==> src/rtl/irq_pkg.sv <==
// Shared types and helpers for the interrupt entry/exit sequencer.
package irq_pkg;

  typedef enum logic [1:0] {
    S_RUN   = 2'd0,
    S_ENTER = 2'd1,
    S_EXIT  = 2'd2
  } irq_state_e;

  // Nesting counter width: must hold 0..n inclusive.
  function automatic int unsigned depth_w(input int unsigned n);
    return $clog2(n) + 1;
  endfunction

  // One saved context is {return PC, condition codes}.
  function automatic int unsigned ctx_w(input int unsigned pc_w, input int unsigned cc_w);
    return pc_w + cc_w;
  endfunction

endpackage

==> src/rtl/irq_ctx_stack.sv <==
// LIFO of saved interrupt contexts; top entry is readable combinationally.
module irq_ctx_stack
  import irq_pkg::*;
#(
  parameter int unsigned Depth = 4,
  parameter int unsigned Width = 36
) (
  input  logic             clk_i,
  input  logic             rst_ni,
  input  logic             push_i,
  input  logic             pop_i,
  input  logic [Width-1:0] wdata_i,
  output logic [Width-1:0] rdata_o,
  output logic             full_o,
  output logic             empty_o
);

  localparam int unsigned PtrW = depth_w(Depth);
  localparam int unsigned AddrW = $clog2(Depth);

  logic [PtrW-1:0]  ptr_q, ptr_d;
  logic [Width-1:0] mem_q [Depth];
  logic [Width-1:0] mem_d [Depth];
  logic [AddrW-1:0] top_idx;

  assign full_o  = (ptr_q == PtrW'(Depth));
  assign empty_o = (ptr_q == '0);
  assign top_idx = AddrW'(ptr_q - PtrW'(1));
  assign rdata_o = mem_q[top_idx];

  // Pointer and storage next state; overflowing push / underflowing pop are ignored.
  always_comb begin
    ptr_d = ptr_q;
    mem_d = mem_q;
    if (push_i && !full_o) begin
      mem_d[ptr_q[AddrW-1:0]] = wdata_i;
      ptr_d = ptr_q + PtrW'(1);
    end else if (pop_i && !empty_o) begin
      ptr_d = ptr_q - PtrW'(1);
    end
  end

  // Only the pointer is reset; stale entries are unreachable once it is zero.
  always_ff @(posedge clk_i) begin
    if (!rst_ni) begin
      ptr_q <= '0;
    end else begin
      ptr_q <= ptr_d;
    end
  end

  // Context storage.
  always_ff @(posedge clk_i) begin
    mem_q <= mem_d;
  end

endmodule

==> src/rtl/irq_entry_seq.sv <==
// Interrupt entry/exit sequencer: takes a vectored request, saves context,
// redirects fetch; on reti restores context and notifies the interrupt controller.
module irq_entry_seq
  import irq_pkg::*;
#(
  parameter int unsigned PC_W       = 32,
  parameter int unsigned CC_W       = 4,
  parameter int unsigned NEST_DEPTH = 4
) (
  input  logic                                clk,
  input  logic                                rst,
  input  logic                                i_VIC_ctrl,
  input  logic [PC_W-1:0]                     i_VIC_iaddr,
  input  logic [PC_W-1:0]                     i_PC,
  input  logic [CC_W-1:0]                     i_CCodes,
  input  logic                                i_reti_exec,
  input  logic                                i_stall,
  output logic                                o_redirect,
  output logic [PC_W-1:0]                     o_redirect_addr,
  output logic                                o_flush,
  output logic [CC_W-1:0]                     o_CCodes,
  output logic                                o_CCodes_we,
  output logic                                o_reti,
  output logic [depth_w(NEST_DEPTH)-1:0]      o_depth,
  output logic                                o_err
);

  localparam int unsigned DepthW = depth_w(NEST_DEPTH);
  localparam int unsigned CtxW   = ctx_w(PC_W, CC_W);

  irq_state_e        state_q, state_d;
  logic              pend_v_q, pend_v_d;
  logic [PC_W-1:0]   pend_addr_q, pend_addr_d;
  logic              reti_p_q, reti_p_d;
  logic [DepthW-1:0] depth_q, depth_d;
  logic              err_q, err_d;
  // Overflow already reported for the currently held request.
  logic              ovf_seen_q, ovf_seen_d;

  logic              stk_push, stk_pop, stk_full, stk_empty;
  logic [CtxW-1:0]   stk_rdata;
  logic [PC_W-1:0]   pop_pc;
  logic [CC_W-1:0]   pop_cc;

  assign stk_push = (state_q == S_ENTER);
  assign stk_pop  = (state_q == S_EXIT);
  assign pop_pc   = stk_rdata[CtxW-1:CC_W];
  assign pop_cc   = stk_rdata[CC_W-1:0];

  irq_ctx_stack #(
    .Depth (NEST_DEPTH),
    .Width (CtxW)
  ) u_stack (
    .clk_i   (clk),
    .rst_ni  (rst),
    .push_i  (stk_push),
    .pop_i   (stk_pop),
    .wdata_i ({i_PC, i_CCodes}),
    .rdata_o (stk_rdata),
    .full_o  (stk_full),
    .empty_o (stk_empty)
  );

  // FSM state register.
  always_ff @(posedge clk) begin
    if (!rst) begin
      state_q <= S_RUN;
    end else begin
      state_q <= state_d;
    end
  end

  // Next state: a pending reti beats a pending entry; ENTER/EXIT last one cycle.
  always_comb begin
    state_d = state_q;
    unique case (state_q)
      S_RUN: begin
        if (reti_p_q) begin
          if (!stk_empty) state_d = S_EXIT;
        end else if (pend_v_q && !i_stall && !stk_full) begin
          state_d = S_ENTER;
        end
      end
      S_ENTER, S_EXIT: state_d = S_RUN;
      default:         state_d = S_RUN;
    endcase
  end

  // Pending flags, nesting level and error pulse; new arrivals win over clears.
  always_comb begin
    pend_v_d    = pend_v_q;
    pend_addr_d = pend_addr_q;
    reti_p_d    = reti_p_q;
    depth_d     = depth_q;
    err_d       = 1'b0;
    ovf_seen_d  = ovf_seen_q;
    unique case (state_q)
      S_RUN: begin
        if (reti_p_q) begin
          if (stk_empty) begin
            reti_p_d = 1'b0;
            err_d    = 1'b1;
          end
        end else if (pend_v_q && stk_full && !ovf_seen_q) begin
          err_d      = 1'b1;
          ovf_seen_d = 1'b1;
        end
      end
      S_ENTER: begin
        pend_v_d   = 1'b0;
        ovf_seen_d = 1'b0;
        depth_d    = depth_q + DepthW'(1);
      end
      S_EXIT: begin
        reti_p_d = 1'b0;
        depth_d  = depth_q - DepthW'(1);
      end
      default: ;
    endcase
    if (i_VIC_ctrl) begin
      pend_v_d    = 1'b1;
      pend_addr_d = i_VIC_iaddr;
      ovf_seen_d  = 1'b0;
    end
    if (i_reti_exec) reti_p_d = 1'b1;
  end

  // Datapath registers.
  always_ff @(posedge clk) begin
    if (!rst) begin
      pend_v_q    <= 1'b0;
      pend_addr_q <= '0;
      reti_p_q    <= 1'b0;
      depth_q     <= '0;
      err_q       <= 1'b0;
      ovf_seen_q  <= 1'b0;
    end else begin
      pend_v_q    <= pend_v_d;
      pend_addr_q <= pend_addr_d;
      reti_p_q    <= reti_p_d;
      depth_q     <= depth_d;
      err_q       <= err_d;
      ovf_seen_q  <= ovf_seen_d;
    end
  end

  // Outputs decoded from registered state; data is zero whenever its strobe is low.
  always_comb begin
    o_redirect      = 1'b0;
    o_redirect_addr = '0;
    o_flush         = 1'b0;
    o_CCodes        = '0;
    o_CCodes_we     = 1'b0;
    o_reti          = 1'b0;
    unique case (state_q)
      S_ENTER: begin
        o_redirect      = 1'b1;
        o_redirect_addr = pend_addr_q;
        o_flush         = 1'b1;
      end
      S_EXIT: begin
        o_redirect      = 1'b1;
        o_redirect_addr = pop_pc;
        o_CCodes        = pop_cc;
        o_CCodes_we     = 1'b1;
        o_reti          = 1'b1;
      end
      default: ;
    endcase
    o_depth = depth_q;
    o_err   = err_q;
  end

endmodule

==> config.mk <==
export PLATFORM = sky130hd
export DESIGN_NAME = irq_entry_seq
export DESIGN_NICKNAME = d
export VERILOG_FILES = /design/src/rtl/irq_pkg.sv /design/src/rtl/irq_ctx_stack.sv /design/src/rtl/irq_entry_seq.sv
export SDC_FILE = /design/constraint.sdc
export NUM_CORES = 1
export LEC_CHECK = 0
export ABC_CLOCK_PERIOD_IN_PS = 4600
export CAP_MARGIN = 25
export CORE_ASPECT_RATIO = 0.8
export CORE_MARGIN = 4
export CORE_UTILIZATION = 50
export CTS_CLUSTER_DIAMETER = 60
export DETAILED_ROUTE_END_ITERATION = 10
export HOLD_SLACK_MARGIN = 0.06
export PLACE_DENSITY = 0.82
export REMOVE_ABC_BUFFERS = 1
export SLEW_MARGIN = 20
export SYNTH_ARGS = -nofsm -noshare
export SYNTH_HDL_FRONTEND = slang
export SYNTH_SLANG_ARGS = --single-unit
==> constraint.sdc <==
create_clock -name clk -period 4.6 [get_ports clk]
set_input_delay 0.92 -clock clk [delete_from_list [all_inputs] [get_ports clk]]
set_output_delay 0.92 -clock clk [all_outputs]
set_load 0.02 [all_outputs]
==> impl_metrics.tcl, run 1 <==
set metrics [dict create \
    antenna_found_initial 0 \
    cts_tree "yes" \
    worst_pin_slew_ns 0.751 \
    synth_top_family_by_area "multiplexers" \
    grtUsageTotal_pct 18.4 \
    cp.required_ns 3.68 \
    synthMuxAreaShare_pct 15.3 \
    r2r_cells 5 \
    n_fill_cell 957 \
    drt_drc_violations_left 0 \
    finalMaxSlewViolations 0 \
    fp.dieArea_mm2 0.0169 \
    overflow 0 \
    r2r_slack_ns 2.15 \
    clock_sink_count 188 \
    final_common_cell "edfxtp_1" \
    postCtsSetupRepairBufs 0 \
    layout_common_cells "edfxtp_1, clkdlybuf4s50_1, dfxtp_1" \
    tns_ns 0 \
    synth_top_area_share_pct 58.1 \
    vias 4050 \
    syn_avg_cell_area_um2 17.8 \
    holdBufCountCts 0 \
    area_delta_synth_final_pct 28.0 \
    period_minus_slack_ns 3.93 \
    ys_seq_area_share_pct 69.9 \
    syn_area_mm2 0.00744 \
    clockBufferDepth 2 \
    drt-initial-drc-count 241 \
    ys_warn_count 0 \
    rsz0062_at_grt "false" \
    clkLatencyLatePin_ns 0.42 \
    wl_per_cell_um 20.5 \
    synth_compound_area_share_pct 5.28 \
    path_cells "inv_1, ha_2, buf_4, mux4_2, a22o_1, clkdlybuf4s50_1" \
    cts_root_buf "clkbuf_16" \
    grt_pass1_vias 4197 \
    placed_area_mm2 0.00882 \
    status "finished clean" \
    dp_hpwl_um 9560 \
    timing.rr.start "state_q[1]" \
    hold_class "flop to flop" \
    cp.arrival_ns 3.01 \
    synth_top_cell_by_area "edfxtp_1" \
    io_pins 117 \
    setup_violations 0 \
    synthCells 417 \
    multi_input_comb_area_mm2 0.00208 \
    synth_fa_ha_area_share_pct 1.61 \
    crit_type "flop to primary output" \
    fin_crit_sh_pct 85.5 \
    power_leakage_uw 0.00324 \
    die_h_um 117 \
    ir_drop_uv 253 \
    drive_gt1_share_pct 15.6 \
    cap_violations 0 \
    diodes 0 \
    ys_types 31 \
    slew_headroom_pct 49.9 \
    synth_xor_area_share_pct 0.471 \
    synth_flop_cell "edfxtp_1" \
    num_rows 39 \
    drt_pre_antenna_iters 5 \
    core-area_mm2 0.0144 \
    via_per_inst 5.50 \
    synth_edf_count 144 \
    portBuffers 116 \
    die_w_um 144 \
    grt_pass1_wl_um 22900 \
    grt_max_degree 40 \
    routed_wl_um 15100 \
    gp_congestion 0.734 \
    cts.htree.levels 4 \
    cpPeakStageDelay_ns 0.66 \
    seq_area_mm2 0.00521 \
    timing.fmax_mhz 254 \
    worstReg2RegEnd "u_stack.mem_q[69]" \
    endpoint_kind "primary output" \
    postRouteAntennaNets 0 \
    p_per_area_mw_per_mm2 386 \
    ys_ff_latch 188 \
    final_design_area_no_fill_mm2 0.00953 \
    worstSetupStartpoint "u_stack.ptr_q[1]" \
    numCtsBuffers 17 \
    initial_core_util_pct 51.5 \
    crit_slowest_cell "ha_2" \
    cts-resized-gates 0 \
    fin_nets 622 \
    crit_path_start_kind "flop" \
    synth_area_leaders "edfxtp_1, dfxtp_1, mux4_2, mux2i_1, a22o_1" \
    critPathMaxFanout 18 \
    synthArstFlopShare_pct 0 \
    cp-endpoint "o_redirect_addr[15]" \
    yosys.area_share.simple_pct 5.01 \
    clkTransAtPathRegs_ns 0.06 \
    hold_viol 0 \
    clock_skew_ns 0.00736 \
]
## how the worst min path moves through the flow
stage / startpoint / to / slack (ns) / cells after the start
5_1_grt: pend_addr_q[14] / pend_addr_q[14] / 0.54 / 2
2_1_floorplan: pend_v_q / pend_v_q / 0.47 / 2
4_1_cts: pend_v_q / pend_v_q / 0.53 / 2
3_3_place_gp: o_depth[1] / o_depth[1] / 0.49 / 1
3_5_place_dp: pend_addr_q[6] / pend_addr_q[6] / 0.51 / 2
6_report: pend_addr_q[16] / pend_addr_q[16] / 0.52 / 2
## registers in the layout, summed over array words and instances, names as in the netlist
name           count
o_depth            3
o_err              1
ovf_seen_q         1
pend_addr_q       32
pend_v_q           1
reti_p_q           1
state_q            2
u_stack.mem_q    144
u_stack.ptr_q      3
## logic make-up after synthesis
group                    Yosys count
flip-flops                       188
multiplexers                      69
AND/OR/NAND/NOR                   63
AO/OA/AOI/OAI                     48
buffers and inverters             36
adder cells (fa/ha/maj)            9
XOR/XNOR                           4
## through the flow
| stage | cells | setup WS, ns | hold WS [ns] | total power [uW] | util (%) |
|---|---|---|---|---|---|
| after floorplan | 391 | -0.0868 | 0.473 | 2060 | - |
| after global placement | 699 | 1.19 | 0.488 | 2180 | 60.7 |
| after detailed placement | 701 | 1.13 | 0.509 | 2200 | 61.1 |
| after CTS | 733 | 0.627 | 0.526 | 3710 | 65.4 |
| after global routing | 737 | 0.519 | 0.545 | 3810 | 66.0 |
| final | 737 | 0.665 | 0.523 | 3680 | 66.0 |
## cell type report
class / count / share of cell area [%]
sequential: 188 / 54.6
tap: 184 / 2.42
clock inverter: 10 / 1.42
inverter: 10 / 0.394
clock buffer: 22 / 5.09
timing repair buffer: 130 / 14.3
multi-input combinational: 193 / 21.8
## cell usage after synthesis, drive strengths merged, types with 2 or more instances
cell type  count
dfxtp         44
mux2i         33
nor2           4
nand2b         3
and2          13
o21ai          2
nand2          6
nor3b          2
inv           10
a21oi          5
xnor2          3
o211a          2
mux4          36
buf           16
clkbuf        10
a21boi         2
edfxtp       144
nor2b         33
ha             8
a22o          32
## critical path, delay by kind of cell, from the launching register on
kind                       cells  cell delay, ns
buffers and inverters          3            1.00
DFF                            1            0.39
AOI/OAI and AO/OA              1            0.21
muxes                          1            0.33
adders and majority gates      1            0.66
## report_power, final
part,switching (uW),internal (uW)
sequential,16.4,1870
combinational,127,155
clock,599,915
## layer usage
| layer | global-route usage, % | routed length [um] |
|---|---|---|
| met1 | 24.1 | 6660 |
| met3 | 5.08 | 854 |
| met2 | 30.5 | 7410 |
| met5 | 0 | 0 |
| met4 | 5.53 | 154 |
Power figures use the tool's default switching activity.
==> run 2: changes to the inputs <==
--- a/config.mk
+++ b/config.mk
@@ -5,15 +5,15 @@
 export SDC_FILE = /design/constraint.sdc
 export NUM_CORES = 1
 export LEC_CHECK = 0
-export ABC_CLOCK_PERIOD_IN_PS = 4600
+export ABC_CLOCK_PERIOD_IN_PS = 4400
 export CAP_MARGIN = 25
 export CORE_ASPECT_RATIO = 0.8
 export CORE_MARGIN = 4
-export CORE_UTILIZATION = 50
+export CORE_UTILIZATION = 35
 export CTS_CLUSTER_DIAMETER = 60
 export DETAILED_ROUTE_END_ITERATION = 10
 export HOLD_SLACK_MARGIN = 0.06
-export PLACE_DENSITY = 0.82
+export PLACE_DENSITY = 0.63
 export REMOVE_ABC_BUFFERS = 1
 export SLEW_MARGIN = 20
 export SYNTH_ARGS = -nofsm -noshare
==> constraint.sdc (replaced) <==
create_clock -name clk -period 4.4 [get_ports clk]
set_input_delay 0.88 -clock clk [delete_from_list [all_inputs] [get_ports clk]]
set_output_delay 0.88 -clock clk [all_outputs]
set_load 0.02 [all_outputs]
==> impl_metrics.tcl, run 2 (synthesis results as in run 1) <==
set metrics [dict create \
    status "finished clean" \
    diodes 0 \
    drt_pre_antenna_iters 5 \
    slew_headroom_pct 33.3 \
    postCtsSetupRepairBufs 0 \
    gp_congestion 0.712 \
    area_delta_synth_final_pct 28.1 \
    clkLatencyLatePin_ns 0.42 \
    drt-initial-drc-count 158 \
    cp.arrival_ns 2.94 \
    reg_top3 "u_stack.mem_q (144), pend_addr_q (32)" \
    timing.fmax_mhz 262 \
    cts_tree "yes" \
    n_fill_cell 1809 \
    period_minus_slack_ns 3.82 \
    r2r_cells 4 \
    cts_root_buf "clkbuf_16" \
    r2r_slack_ns 1.85 \
    layout_common_cells "edfxtp_1, clkdlybuf4s50_1, dfxtp_1" \
    dp.cells 779 \
    grt_pass1_wl_um 24100 \
    cp-endpoint "o_redirect_addr[30]" \
    clock_sink_count 188 \
    timing.rr.start "state_q[1]" \
    vias 3950 \
    drive_gt1_share_pct 15.4 \
    top_register "u_stack.mem_q" \
    final_common_cell "edfxtp_1" \
    drt_drc_violations_left 0 \
    die_h_um 138 \
    fin_nets 614 \
    clkTransAtPathRegs_ns 0.07 \
    power_leakage_uw 0.00318 \
    portBuffers 116 \
    crit_type "flop to primary output" \
    clockBufferDepth 2 \
    final_design_area_no_fill_mm2 0.00953 \
    cap_violations 0 \
    hold_viol 0 \
    num_rows 47 \
    routed_wl_um 15400 \
    cts.htree.levels 4 \
    tns_ns 0 \
    finalMaxSlewViolations 0 \
    initial_core_util_pct 35.8 \
    fin_crit_sh_pct 86.8 \
    endpoint_kind "primary output" \
    rsz0062_at_grt "false" \
    placed_area_mm2 0.00885 \
    grt_max_degree 43 \
    p_per_area_mw_per_mm2 400 \
    io_pins 117 \
    grtUsageTotal_pct 13.3 \
    postRouteAntennaNets 0 \
    ir_drop_uv 271 \
    total_power_uw 3810 \
    fp.dieArea_mm2 0.0237 \
    dp_hpwl_um 9510 \
    core-area_mm2 0.0208 \
    setup_violations 0 \
    numCtsBuffers 17 \
    worst_pin_slew_ns 1.00 \
    clock_skew_ns 0.0112 \
    hold_class "flop to flop" \
    via_per_inst 4.85 \
    die_w_um 171 \
    final_cells 814 \
    worstSetupStartpoint "u_stack.ptr_q[1]" \
    holdWs_ns 0.523 \
    holdBufCountCts 0 \
    critPathMaxFanout 23 \
    largest_register_ffs 144 \
    wl_per_cell_um 19.0 \
    worstReg2RegEnd "u_stack.mem_q[69]" \
    antenna_found_initial 0 \
    cp.required_ns 3.52 \
    grt_pass1_vias 4282 \
    crit_path_start_kind "flop" \
    cts-resized-gates 0 \
    overflow 0 \
]
-- run 2: area by class of cell --
cell class | instances | area (um^2) | area share (%)
inverters | 10 | 37.5 | 0.394
well taps | 269 | 337 | 3.53
multi-input cells | 193 | 2080 | 21.8
clock inverters | 15 | 185 | 1.94
clock buffers | 17 | 425 | 4.46
flip-flops and latches | 188 | 5210 | 54.6
repair buffers | 122 | 1260 | 13.2
-- run 2: per-layer routing --
layer  share of wire [%]  global-route usage [%]
met1                  44                    16.8
met2                  50                    22.4
met3                 5.0                    3.91
met4                 1.3                    3.71
met5                   0                       0
-- run 2: worst min-delay path by stage --
stage	startpoint	slack, ns	cells after the start	end
2_1_floorplan	pend_v_q	0.47	2	pend_v_q
3_3_place_gp	o_depth[1]	0.49	1	o_depth[1]
3_5_place_dp	pend_addr_q[23]	0.51	2	pend_addr_q[23]
4_1_cts	pend_addr_q[23]	0.53	2	pend_addr_q[23]
5_1_grt	pend_addr_q[6]	0.54	2	pend_addr_q[6]
6_report	o_depth[1]	0.52	1	o_depth[1]
-- run 2: worst max-delay path, cell delays in order, from the launching register on --
cell and delay, ns:
dfxtp_1 0.40, inv_1 0.11, ha_2 0.62, buf_12 0.25, mux4_2 0.33, a22o_1 0.25
clkdlybuf4s50_1 0.54
-- run 2: where the power goes --
group | switching, uW | internal, uW | total (uW)
Clock | 696 | 860 | 1560
Sequential | 15.9 | 1950 | 1970
Combinational | 133 | 157 | 290
Total | 845 | 2970 | 3810
-- run 2: stage by stage --
step | utilization [%] | setup WS [ns]
2_1_floorplan | - | -0.247
3_3_place_gp | 42.5 | 1.07
3_5_place_dp | 42.5 | 1.00
4_1_cts | 45.4 | 0.535
5_1_grt | 45.8 | 0.423
6_report | 45.8 | 0.582
